**config.mk**
```make
export PLATFORM = sky130hd
export DESIGN_NAME = uart_frame_check
export DESIGN_NICKNAME = d
export VERILOG_FILES = /design/src/rtl/uart_frame_check.sv
export SDC_FILE = /design/constraint.sdc
export NUM_CORES = 1
export LEC_CHECK = 0
export ABC_CLOCK_PERIOD_IN_PS = 1400
export BUFFER_PORTS_ARGS = -buffer_cell sky130_fd_sc_hd__buf_2
export CORE_UTILIZATION = 49
export DETAILED_ROUTE_END_ITERATION = 6
export PLACE_DENSITY = 0.8
export SYNTH_ARGS = -nofsm -noshare
export SYNTH_HDL_FRONTEND = slang
export SYNTH_SLANG_ARGS = --single-unit
```
**constraint.sdc**
```tcl
create_clock -name clk -period 1.4 [get_ports clk]
set_input_delay 0.07 -clock clk [delete_from_list [all_inputs] [get_ports clk]]
set_output_delay 0.07 -clock clk [all_outputs]
set_load 0.05 [all_outputs]
```
**src/rtl/uart_frame_check.sv**
```systemverilog
// UART receive frame checker: deserialises LSB-first data, checks optional parity and
// 1 or 2 stop bits, and keeps sticky flags and saturating error counters.
module uart_frame_check #(
    parameter int DATA_WIDTH = 8,
    parameter int STOP_BITS  = 1,
    parameter int CNT_WIDTH  = 8
) (
    input  logic                  clk,
    input  logic                  rst_n,
    input  logic                  frame_start,
    input  logic                  sample_strobe,
    input  logic                  sampled_bit,
    input  logic                  par_en,
    input  logic                  par_odd,
    input  logic                  err_clr,
    output logic                  frame_done,
    output logic [DATA_WIDTH-1:0] p_data,
    output logic                  par_err,
    output logic                  stop_err,
    output logic                  busy,
    output logic                  par_err_sticky,
    output logic                  stop_err_sticky,
    output logic [CNT_WIDTH-1:0]  par_err_cnt,
    output logic [CNT_WIDTH-1:0]  stop_err_cnt
);

    typedef enum logic [2:0] {IDLE, DATA, PARITY, STOP, DONE} state_t;

    localparam logic [3:0]           LAST_DATA = 4'(DATA_WIDTH - 1);
    localparam logic [3:0]           LAST_STOP = 4'(STOP_BITS - 1);
    localparam logic [CNT_WIDTH-1:0] CNT_ONE   = 1;
    localparam logic [CNT_WIDTH-1:0] CNT_MAX   = '1;

    state_t     state;
    state_t     state_next;
    logic [3:0] bit_cnt;
    logic       par_en_q;
    logic       par_odd_q;
    logic       data_xor;
    logic       par_fail;
    logic       stop_fail;

    logic strobe_ok;
    logic data_last;
    logic stop_last;
    logic stop_fail_next;

    // frame_start takes priority over a coincident strobe
    assign strobe_ok      = sample_strobe && !frame_start;
    assign data_last      = strobe_ok && (state == DATA) && (bit_cnt == LAST_DATA);
    assign stop_last      = strobe_ok && (state == STOP) && (bit_cnt == LAST_STOP);
    assign stop_fail_next = stop_fail || (strobe_ok && (state == STOP) && !sampled_bit);

    assign frame_done = (state == DONE);
    assign busy       = (state != IDLE);

    always_ff @(posedge clk or negedge rst_n) begin
        if (!rst_n) begin
            state <= IDLE;
        end else begin
            state <= state_next;
        end
    end

    always_comb begin
        state_next = state;
        unique case (state)
            IDLE: begin
                if (frame_start) state_next = DATA;
            end
            DATA: begin
                if (frame_start)    state_next = DATA;
                else if (data_last) state_next = par_en_q ? PARITY : STOP;
            end
            PARITY: begin
                if (frame_start)    state_next = DATA;
                else if (strobe_ok) state_next = STOP;
            end
            STOP: begin
                if (frame_start)    state_next = DATA;
                else if (stop_last) state_next = DONE;
            end
            DONE: begin
                state_next = frame_start ? DATA : IDLE;
            end
            default: state_next = IDLE;
        endcase
    end

    // Per-frame datapath; frame results are latched on the edge that enters DONE
    always_ff @(posedge clk or negedge rst_n) begin
        if (!rst_n) begin
            bit_cnt   <= '0;
            par_en_q  <= 1'b0;
            par_odd_q <= 1'b0;
            data_xor  <= 1'b0;
            par_fail  <= 1'b0;
            stop_fail <= 1'b0;
            p_data    <= '0;
            par_err   <= 1'b0;
            stop_err  <= 1'b0;
        end else if (frame_start) begin
            bit_cnt   <= '0;
            par_en_q  <= par_en;
            par_odd_q <= par_odd;
            data_xor  <= 1'b0;
            par_fail  <= 1'b0;
            stop_fail <= 1'b0;
            p_data    <= '0;
            par_err   <= 1'b0;
            stop_err  <= 1'b0;
        end else if (strobe_ok) begin
            case (state)
                DATA: begin
                    p_data   <= {sampled_bit, p_data[DATA_WIDTH-1:1]};
                    data_xor <= data_xor ^ sampled_bit;
                    bit_cnt  <= data_last ? 4'd0 : bit_cnt + 4'd1;
                end
                PARITY: begin
                    par_fail <= (sampled_bit != (data_xor ^ par_odd_q));
                end
                STOP: begin
                    stop_fail <= stop_fail_next;
                    bit_cnt   <= stop_last ? 4'd0 : bit_cnt + 4'd1;
                    if (stop_last) begin
                        par_err  <= par_fail;
                        stop_err <= stop_fail_next;
                    end
                end
                default: begin
                end
            endcase
        end
    end

    // Status: an error reported in DONE beats a simultaneous err_clr
    always_ff @(posedge clk or negedge rst_n) begin
        if (!rst_n) begin
            par_err_sticky  <= 1'b0;
            stop_err_sticky <= 1'b0;
            par_err_cnt     <= '0;
            stop_err_cnt    <= '0;
        end else begin
            if (frame_done && par_err)  par_err_sticky <= 1'b1;
            else if (err_clr)           par_err_sticky <= 1'b0;

            if (frame_done && stop_err) stop_err_sticky <= 1'b1;
            else if (err_clr)           stop_err_sticky <= 1'b0;

            if (err_clr)
                par_err_cnt <= (frame_done && par_err) ? CNT_ONE : '0;
            else if (frame_done && par_err && (par_err_cnt != CNT_MAX))
                par_err_cnt <= par_err_cnt + CNT_ONE;

            if (err_clr)
                stop_err_cnt <= (frame_done && stop_err) ? CNT_ONE : '0;
            else if (frame_done && stop_err && (stop_err_cnt != CNT_MAX))
                stop_err_cnt <= stop_err_cnt + CNT_ONE;
        end
    end

endmodule

```
# Word level (Yosys, flattened, before mapping)
# Cells that the tools add are included.
classes:
  addsub: 3
  n_eq_ne: 12
  n_mux: 44
  bitwise_logic: 2
  n_reduce_logical: 32
op_table:
  columns: ["operator", "count"]
  rows:
  - ["two-way mux 8 bit", 7]
  - ["two-way mux 1 bit", 24]
  - ["two-way mux 3 bit", 7]
  - ["nonzero test 2 bit", 9]
  - ["adder 8 x 1 -> 8 bit, second input constant", 2]
  - ["two-way mux 4 bit", 4]
  - ["!= test 8 bit, second input constant", 2]
  - ["case mux 3 bit (5 select lines)", 1]
  - ["logical AND 1 bit", 10]
  - ["!= test 3 bit, second input constant", 3]
  - ["case mux 4 bit (2 select lines)", 1]
  - ["AND reduction 2 bit", 4]
  - ["equality test 3 x 2 -> 1 bit, second input constant", 2]
  - ["nonzero test 3 bit", 2]
  - ["adder 4 x 1 -> 4 bit, second input constant", 1]
  - ["equality test 4 x 3 -> 1 bit, second input constant", 1]
  - ["zero test 4 bit", 1]
  - ["AND reduction 4 bit", 1]
  - ["equality test 3 x 1 -> 1 bit, second input constant", 1]
  - ["equality test 3 bit, second input constant", 1]
  - ["zero test 3 bit", 1]
  - ["AND reduction 3 bit", 1]
  - ["zero test 1 bit", 2]
  - ["!= test 2 bit, second input constant", 1]
  - ["other kinds (3)", 4]
totals:
  reg_bits: 40
  input_bits: 8
  out_inout_bits: 30
  elab_cells: 107

# Longest topological paths before layout
# Gate-level depths: netlist of the first run.
logic_depth:
  word_depth: 9
  depth_mapped: 6
  depth_no_buf: 6

# Least setup slack after synthesis of the first run
# Ideal clock, no wire load.
synth_path:
  kind: "register -> output"
  from: "reg state[1]"
  to: "out frame_done"
  arrival_time_ns: 1.728
  required_time_ns: 1.330
  path_slack_ns: -0.398
  stages_incl_launch_ff: 3
  path_buffers: 1
  path_cell_list: "dfrtp_1 -> buf_2 -> nor3b_1"
synth_via:
  elab_chain_len: 1
synth_rtl:
  columns: ["element", "line_no", "rtl"]
  rows:
  - ["from (decl)", "34", "state_t state;"]
  - ["from (signal assigned)", "61", "state <= state_next;"]
  - ["equality test 3 bit", "54", "assign frame_done = (state == DONE);"]
  - ["to (decl)", "16", "output logic frame_done,"]
# Every way passes these cells.

# Final worst setup path of the first run
layout_path:
  from: "reg state[2]"
  to: "reg data_xor"
layout_via:
  elab_chain_len: 3
layout_rtl:
  columns: ["element", "line_no", "rtl"]
  rows:
  - ["equality test 3 x 1 -> 1 bit", "113", "case (state)"]
  - ["nonzero test 2 bit (no source line)", null, null]
  - ["AND reduction 2 bit (no source line)", null, null]
  - ["to (signal assigned)", "116", "data_xor <= data_xor ^ sampled_bit;"]
  - ["to (decl)", "39", "logic data_xor;"]
# Every way passes these cells.
# A chain may end at the register's enable or synchronous reset.

==> results by group, run 1 <==
GRT
  • Number of global-route vias before repair: ~1,700
  • Antenna violations before repair: 0
  • Largest net degree at the start of global routing: 23
  • Overflow after GRT: 0
  • Total global-route track usage: a little under a quarter
  • Global-route wire length before repair: around 7800 um

CTS
  • Largest buffer count on any clock path: 2
  • H-Tree Depth: 2
  • Worst-Skew Late Latency: ~290 ps
  • Num CTS Buffers: 5
  • TritonCTS clock tree: done
  • CTS Root Cell: clkbuf_8
  • Clk pin slew, worst setup/hold paths: about 80 ps
  • Clock Sinks: 40

Placed design
  • Place WS: -85.6 ps
  • DP Cell Count: 299
  • Detailed Place HPWL: approximately 3100 um
  • Final GP Congestion: slightly above 0.8
  • I/O Buffers: 37

Critical path
  • CP peak stage delay: around 450 ps
  • Cell-by-cell trace of the critical path: buf_4, nor4bb_4, buf_6, nand2_4, xor2_1, nor2_1
  • Required @ worst endpoint: about 1600 ps
  • Worst-path fanout max: 6
  • Worst setup path category: reg2reg
  • Crit path max-delay family: flip-flops
  • Worst path arrival time: ~1700 ps
  • Crit end category: register
  • CP Launch Type: register
  • Critical path's slowest cell: dfrtp_2
  • WP buf/inv: 2

Timing
  • Max-slew violations: 0
  • Tmin final: ~1500 ps
  • RSZ-0062 raised after global routing: yes
  • Worst setup margin: -103 ps
  • Fin. Hold Viols: 0
  • Clock Skews: 7.61 ps
  • Final setup viols: 22
  • Fin crit share: 107%
  • WHS: a little over 70 ps
  • Slew HR: between 60% and 70%
  • Maximum operating frequency: between 600 and 700 MHz
  • Actual slew at the worst max-slew pin: roughly 470 ps

Synth
  • Synth top area cells: dfrtp_1 (50%), nand2_1 (4.5%), a21oi_1 (4.2%)
  • Yosys synthesis warning count: 0
  • Post-synth top area cell: dfrtp_1
  • Yosys reg bits: 40
  • Post-synth EDFFs: 0
  • Cell variety after synth: 44
  • Mean Syn Cell Area: roughly 10 um2
  • Cell area after synthesis: approximately 2000 um2
  • Post-Synthesis Cells: roughly 200
  • Async set-reset flop share out of synthesis: 100%
  • Part of the Yosys area used for sequential elements: between 40% and 50%
  • Post-Syn Nets: around 210
  • Most frequent cells after synthesis: dfrtp_1 (40), nand2_1 (24), a21oi_1 (17), nor2_1 (17), xor2_1 (9)
  • Yosys top cell area share: between 40% and 50%
  • Top_reg_cell synth: dfrtp_1
  • Most frequent cell after synthesis: dfrtp_1

Layout
  • Final std cells w/o fill: about 320
  • # diodes: 0
  • Area Growth Syn to Fin: 42.7%
  • Final nets: 285
  • Share of post-route cells with drive strength above 1: 50.4%

Die
  • Die height: about 66 um
  • I/O pin count: 38
  • Die Width: around 66 um
  • Total core area: about 3800 um2
  • Initial Util: 53.0%
  • Die area: between 4000 and 5000 um2
  • # rows: 22

Pwr
  • Sw Ratio: roughly a quarter
  • Combinational share of power: around 8.9%
  • Clk network pwr share: between 30% and 40%
  • PD cells: between 700 and 800 nW/um2
  • Internal power: about 1.7 mW
  • Leakage: roughly 1.3 nW
  • Worst vdd ir: 0.000674 V
  • Sw Pwr: 523 uW
  • Sequential share of power: approximately 54%

Detailed routing
  • Detailed Routing Iterations Pass 1: 4
  • DRC Markers: 0
  • DRT Wirelength: between 4000 and 5000 um
  • Drt via density: roughly 5.5
  • Initial drt markers: slightly below 90
  • WL/cell: around 15 um
  • Post-route ant nets: 0
  • DR vias: between 1,500 and 2,000

Status
  • Failing checks: negative setup slack
  • Status: finished, violations left

Min path
  • Worst hold path class: in2reg

Run
  • Maxcap violations: 0
power groups by stage:
stage,clock [mW],sequential [mW],combinational (mW)
2_1_floorplan,0,1.21,0.0711
3_3_place_gp,0,1.20,0.156
6_report,0.802,1.18,0.193
3_5_place_dp,0,1.20,0.158
5_1_grt,0.859,1.18,0.209
4_1_cts,0.816,1.18,0.170
final timing paths:
check	to	slack, ps	depth (start not counted)	startpoint
min reg2reg	stop_err_sticky	480	1	stop_err_sticky
min in group asynchronous	stop_err_cnt[6]	250	2	rst_n
max reg2reg	data_xor	-100	6	state[2]
max in group asynchronous	par_err_cnt[2]	660	3	rst_n
min	p_data[7]	70	3	sampled_bit
max	data_xor	-100	6	state[2]
layout make-up:
class                           instances  area (um2)
Clock buffer                            8        90.1
Fill cell                             256         927
Inverter                                6        22.5
Timing Repair Buffer                   77         548
Tap cell                               48        60.1
Sequential cell                        40        1030
Multi-Input combinational cell        143        1120
layout by cell type (no fill, tap or decap), types with 3 or more instances in the layout:
master,instances
a211oi_1,3
a21oi_1,9
a21oi_2,8
and2_1,4
buf_2,35
buf_4,29
buf_6,8
clkbuf_8,6
dfrtp_1,20
dfrtp_2,20
dlygate4sd3_1,3
inv_1,6
mux2i_1,4
nand2_1,23
nand3_1,3
nand3b_1,4
nand4_1,4
nor2_1,17
o2111ai_2,3
o211ai_1,5
o21ai_0,3
or3_1,4
xor2_1,9
what timing repair did:
item                                   CTS  global route
setup endpoints to repair               16            34
hold buffers                             3             0
resized for setup                        9            36
setup buffers                            4             8
pin swaps                                4            11
endpoints found under the hold margin   20             0
through the flow:
step	area, um2	util [%]	total power [mW]	setup TNS (ps)
6_report	2870	75.6	2.18	-1250
5_1_grt	2870	75.6	2.25	-2590
4_1_cts	2670	70.4	2.17	-674
3_5_place_dp	2470	65.1	1.36	-281
3_3_place_gp	2470	65.1	1.36	-37.7
2_1_floorplan	2100	-	1.29	-158
metal layers:
metal	global-route usage [%]	wire length [um]	up-vias	part of all wire [%]
met5	0	0	-	0
met4	8.51	64	0	1.3
met3	5.00	164	6	3.4
met2	39.9	2450	43	50
met1	30.1	2210	864	45
li1	-	-	858	-
worst register-to-register path, stage by stage (launching register included):
cell      delay, ps
dfrtp_2         450
buf_4           150
nor4bb_4        340
buf_6           180
nand2_4          60
xor2_1          150
nor2_1           50
cells by family (layout without fill, tap and decap cells):
logic type / after synthesis / after routing / share of synthesized area (%)
AND/OR/NAND/NOR: 79 / 79 / 20.9
AO/OA/AOI/OAI: 43 / 43 / 14.4
flip-flops: 40 / 40 / 49.8
buffers and inverters: 18 / 91 / 4.54
XOR/XNOR: 11 / 11 / 4.79
multiplexers: 6 / 6 / 3.11
adder cells (fa/ha/maj): 4 / 4 / 2.49
flip-flops by register name, summed over array words and instances (netlist names):
| signal | cells |
|---|---|
| stop_err_sticky | 1 |
| par_err_sticky | 1 |
| stop_fail | 1 |
| data_xor | 1 |
| state | 3 |
| stop_err | 1 |
| bit_cnt | 4 |
| par_err | 1 |
| par_fail | 1 |
| p_data | 8 |
| stop_err_cnt | 8 |
| par_odd_q | 1 |
| par_err_cnt | 8 |
| par_en_q | 1 |
(Power assumes the default switching activity.)
==> run 2, diff against run 1 <==
--- a/config.mk
+++ b/config.mk
@@ -7,7 +7,9 @@
 export LEC_CHECK = 0
 export ABC_CLOCK_PERIOD_IN_PS = 1400
 export BUFFER_PORTS_ARGS = -buffer_cell sky130_fd_sc_hd__buf_2
-export CORE_UTILIZATION = 49
+export CELL_PAD_IN_SITES_DETAIL_PLACEMENT = 0
+export CELL_PAD_IN_SITES_GLOBAL_PLACEMENT = 1
+export CORE_UTILIZATION = 38
 export DETAILED_ROUTE_END_ITERATION = 6
 export PLACE_DENSITY = 0.8
 export SYNTH_ARGS = -nofsm -noshare
==> run 2 against run 1 <==
Against the previous run:
- the flow still finishes with violations (negative setup slack)
- utilization shrank 18 points
- clock power grew 3.7%
- first-iteration DRC count shrank 23%
- sequential power is essentially flat
- non-clock buffer count grew 3
- clock-buffer cell count is the same
- critical path type is now reg2out
- largest cell class unchanged
==> results by group, run 2 (synthesis results as in run 1) <==
Timing
  • RSZ-0062 raised after global routing: yes (unchanged)
  • Final setup viols: 13 (was 22)
  • Fin Setup TNS: -857 ps (was -1250 ps)
  • Tmin final: 1540 ps (was 1500 ps)
  • Fin. Hold Viols: 0 (unchanged)
  • Slew HR: 72.8% (was 68.6%)
  • Max-slew violations: 0 (unchanged)
  • Clock Skews: 10.1 ps (was 7.61 ps)
  • Actual slew at the worst max-slew pin: 408 ps (was 471 ps)
  • WHS: 16.8 ps (was 72.1 ps)
  • Maximum operating frequency: 649 MHz (was 665 MHz)
  • Worst setup margin: -140 ps (was -103 ps)
  • Fin crit share: 110% (was 107%)

Die
  • Die area: 5590 um2 (was 4370 um2)
  • Initial Util: 39.4% (was 53.0%)
  • # rows: 26 (was 22)
  • I/O pin count: 38 (unchanged)
  • Die Width: 74.8 um (was 66.1 um)
  • Total core area: 5110 um2 (was 3800 um2)
  • Die height: 74.8 um (was 66.1 um)

GRT
  • Global-route wire length before repair: 7460 um (was 7800 um)
  • Total global-route track usage: 17.4% (was 23.8%)
  • Largest net degree at the start of global routing: 26 (was 23)
  • Overflow after GRT: 0 (unchanged)
  • Number of global-route vias before repair: 1,613 (was 1,684)
  • Antenna violations before repair: 0 (unchanged)

Run
  • Maxcap violations: 0 (unchanged)

Status
  • Failing checks: negative setup slack (unchanged)
  • Status: finished, violations left (unchanged)

CTS
  • Worst-Skew Late Latency: 290 ps (about the same)
  • Num CTS Buffers: 5 (unchanged)
  • Clock Sinks: 40 (unchanged)
  • H-Tree Depth: 2 (unchanged)
  • CTS Root Cell: clkbuf_8 (unchanged)
  • TritonCTS clock tree: done (unchanged)
  • Clk pin slew, worst setup/hold paths: 80 ps (about the same)
  • Largest buffer count on any clock path: 2 (unchanged)

Layout
  • Most common cell after layout, fill and taps aside: buf_2 (unchanged)
  • Final nets: 288 (was 285)
  • Largest regs: p_data: 8 flops, par_err_cnt: 8 flops, stop_err_cnt: 8 flops (unchanged)
  • Final std cells w/o fill: 347 (was 322)
  • Fin area: 2940 um2 (was 2870 um2)
  • # diodes: 0 (unchanged)
  • Area Growth Syn to Fin: 45.9% (was 42.7%)
  • Register area: 1020 um2 (was 1030 um2)
  • Fillers: 467 (was 256)
  • Multi-input gate area: 1110 um2 (was 1120 um2)
  • Share of post-route cells with drive strength above 1: 48.4% (was 50.4%)
  • Most frequent cells in the layout: buf_2 (35), buf_4 (29), nand2_1 (23), dfrtp_1 (21), dfrtp_2 (19) (was buf_2 (35), buf_4 (29), nand2_1 (23), dfrtp_1 (20), dfrtp_2 (20))

Detailed routing
  • WL/cell: 13.2 um (was 15.2 um)
  • DRT Wirelength: 4570 um (was 4880 um)
  • Detailed Routing Iterations Pass 1: 4 (unchanged)
  • Drt via density: 5.06 (was 5.50)
  • DRC Markers: 0 (unchanged)
  • Post-route ant nets: 0 (unchanged)
  • Initial drt markers: 67 (was 87)
  • DR vias: 1,755 (was 1,771)

Pwr
  • Total power draw: 2.19 mW (was 2.18 mW)
  • Worst vdd ir: 0.000604 V (was 0.000674 V)
  • PD cells: 747 nW/um2 (was 758 nW/um2)
  • Leakage: 1.32 nW (was 1.29 nW)

Placed design
  • Final GP Congestion: 0.819 (was 0.808)
  • I/O Buffers: 37 (unchanged)
  • DP Cell Count: 329 (was 299)
  • Detailed Place HPWL: 3140 um (about the same)
  • DP Area: 2560 um2 (was 2470 um2)

Critical path
  • Worst path arrival time: 1470 ps (was 1680 ps)
  • CP peak stage delay: 410 ps (was 450 ps)
  • Cell-by-cell trace of the critical path: buf_6, buf_6, or3_4, buf_8 (was buf_4, nor4bb_4, buf_6, nand2_4, xor2_1, nor2_1)
  • Worst-path fanout max: 6 (unchanged)
  • Crit end category: primary output (was register)
  • CP Launch Type: register (unchanged)
  • Cell mode on critical path: buf_6
  • Required @ worst endpoint: 1330 ps (was 1570 ps)
  • Critical path's slowest cell: dfrtp_1 (was dfrtp_2)
  • Worst setup path category: reg2out (was reg2reg)

Min path
  • Worst hold path class: in2reg (unchanged)
## run 2: changes by cell type in the layout (fill, tap and decap cells not counted), sizes merged
cell / previous run / this run
buf: 74 / 78
dlygate4sd3: 3 / 2
## run 2: power breakdown
part / internal (mW) / total (mW) / switching [mW]
combinational: 0.0745 / 0.181 / 0.107
clock: 0.450 / 0.832 / 0.382
sequential: 1.17 / 1.18 / 0.0105
## run 2: layout make-up
class | count | area share (%)
multi-input cells | 143 | 37.8
flip-flops and latches | 40 | 34.9
repair buffers | 80 | 20.2
clock buffers | 8 | 3.41
well taps | 70 | 2.98
inverters | 6 | 0.767
## run 2: per-layer routing
layer / global-route usage, % / wire (um)
met5: 0 / 0
met4: 4.82 / 49
met3: 4.28 / 168
met2: 29.5 / 2280
met1: 22.1 / 2070
## run 2: what timing repair did
action,CTS,global route
resized for setup,22,21
hold endpoints to repair,16,0
hold buffers,2,0
pin swaps,12,11
setup buffers,5,4
setup endpoints to repair,18,32
## run 2: through the flow
| step | setup slack [ps] | utilization (%) |
|---|---|---|
| final | -140 | 57.5 |
| after detailed placement | -105 | 50.1 |
| after CTS | -147 | 54.8 |
| after global routing | -199 | 57.5 |
| after floorplan | -96.2 | - |
| after global placement | -59.8 | 50.1 |
## run 2: final timing paths
check / startpoint / to / slack [ps] / depth (start not counted)
hold reg to reg: stop_err_sticky / stop_err_sticky / 480 / 1
min in group asynchronous: rst_n / stop_err_cnt[1] / 250 / 2
setup reg to reg: state[1] / par_err_cnt[6] / -130 / 6
hold / removal: par_odd / par_odd_q / 20 / 2
max in group asynchronous: rst_n / stop_err / 660 / 3
setup / recovery: state[0] / busy / -140 / 4
## run 2: worst max-delay path, delay by kind of cell, from the launching register on
family / cells / cell delay (ps)
buffers and inverters: 3 / 410
DFF: 1 / 410
and+or+nand+nor: 1 / 360
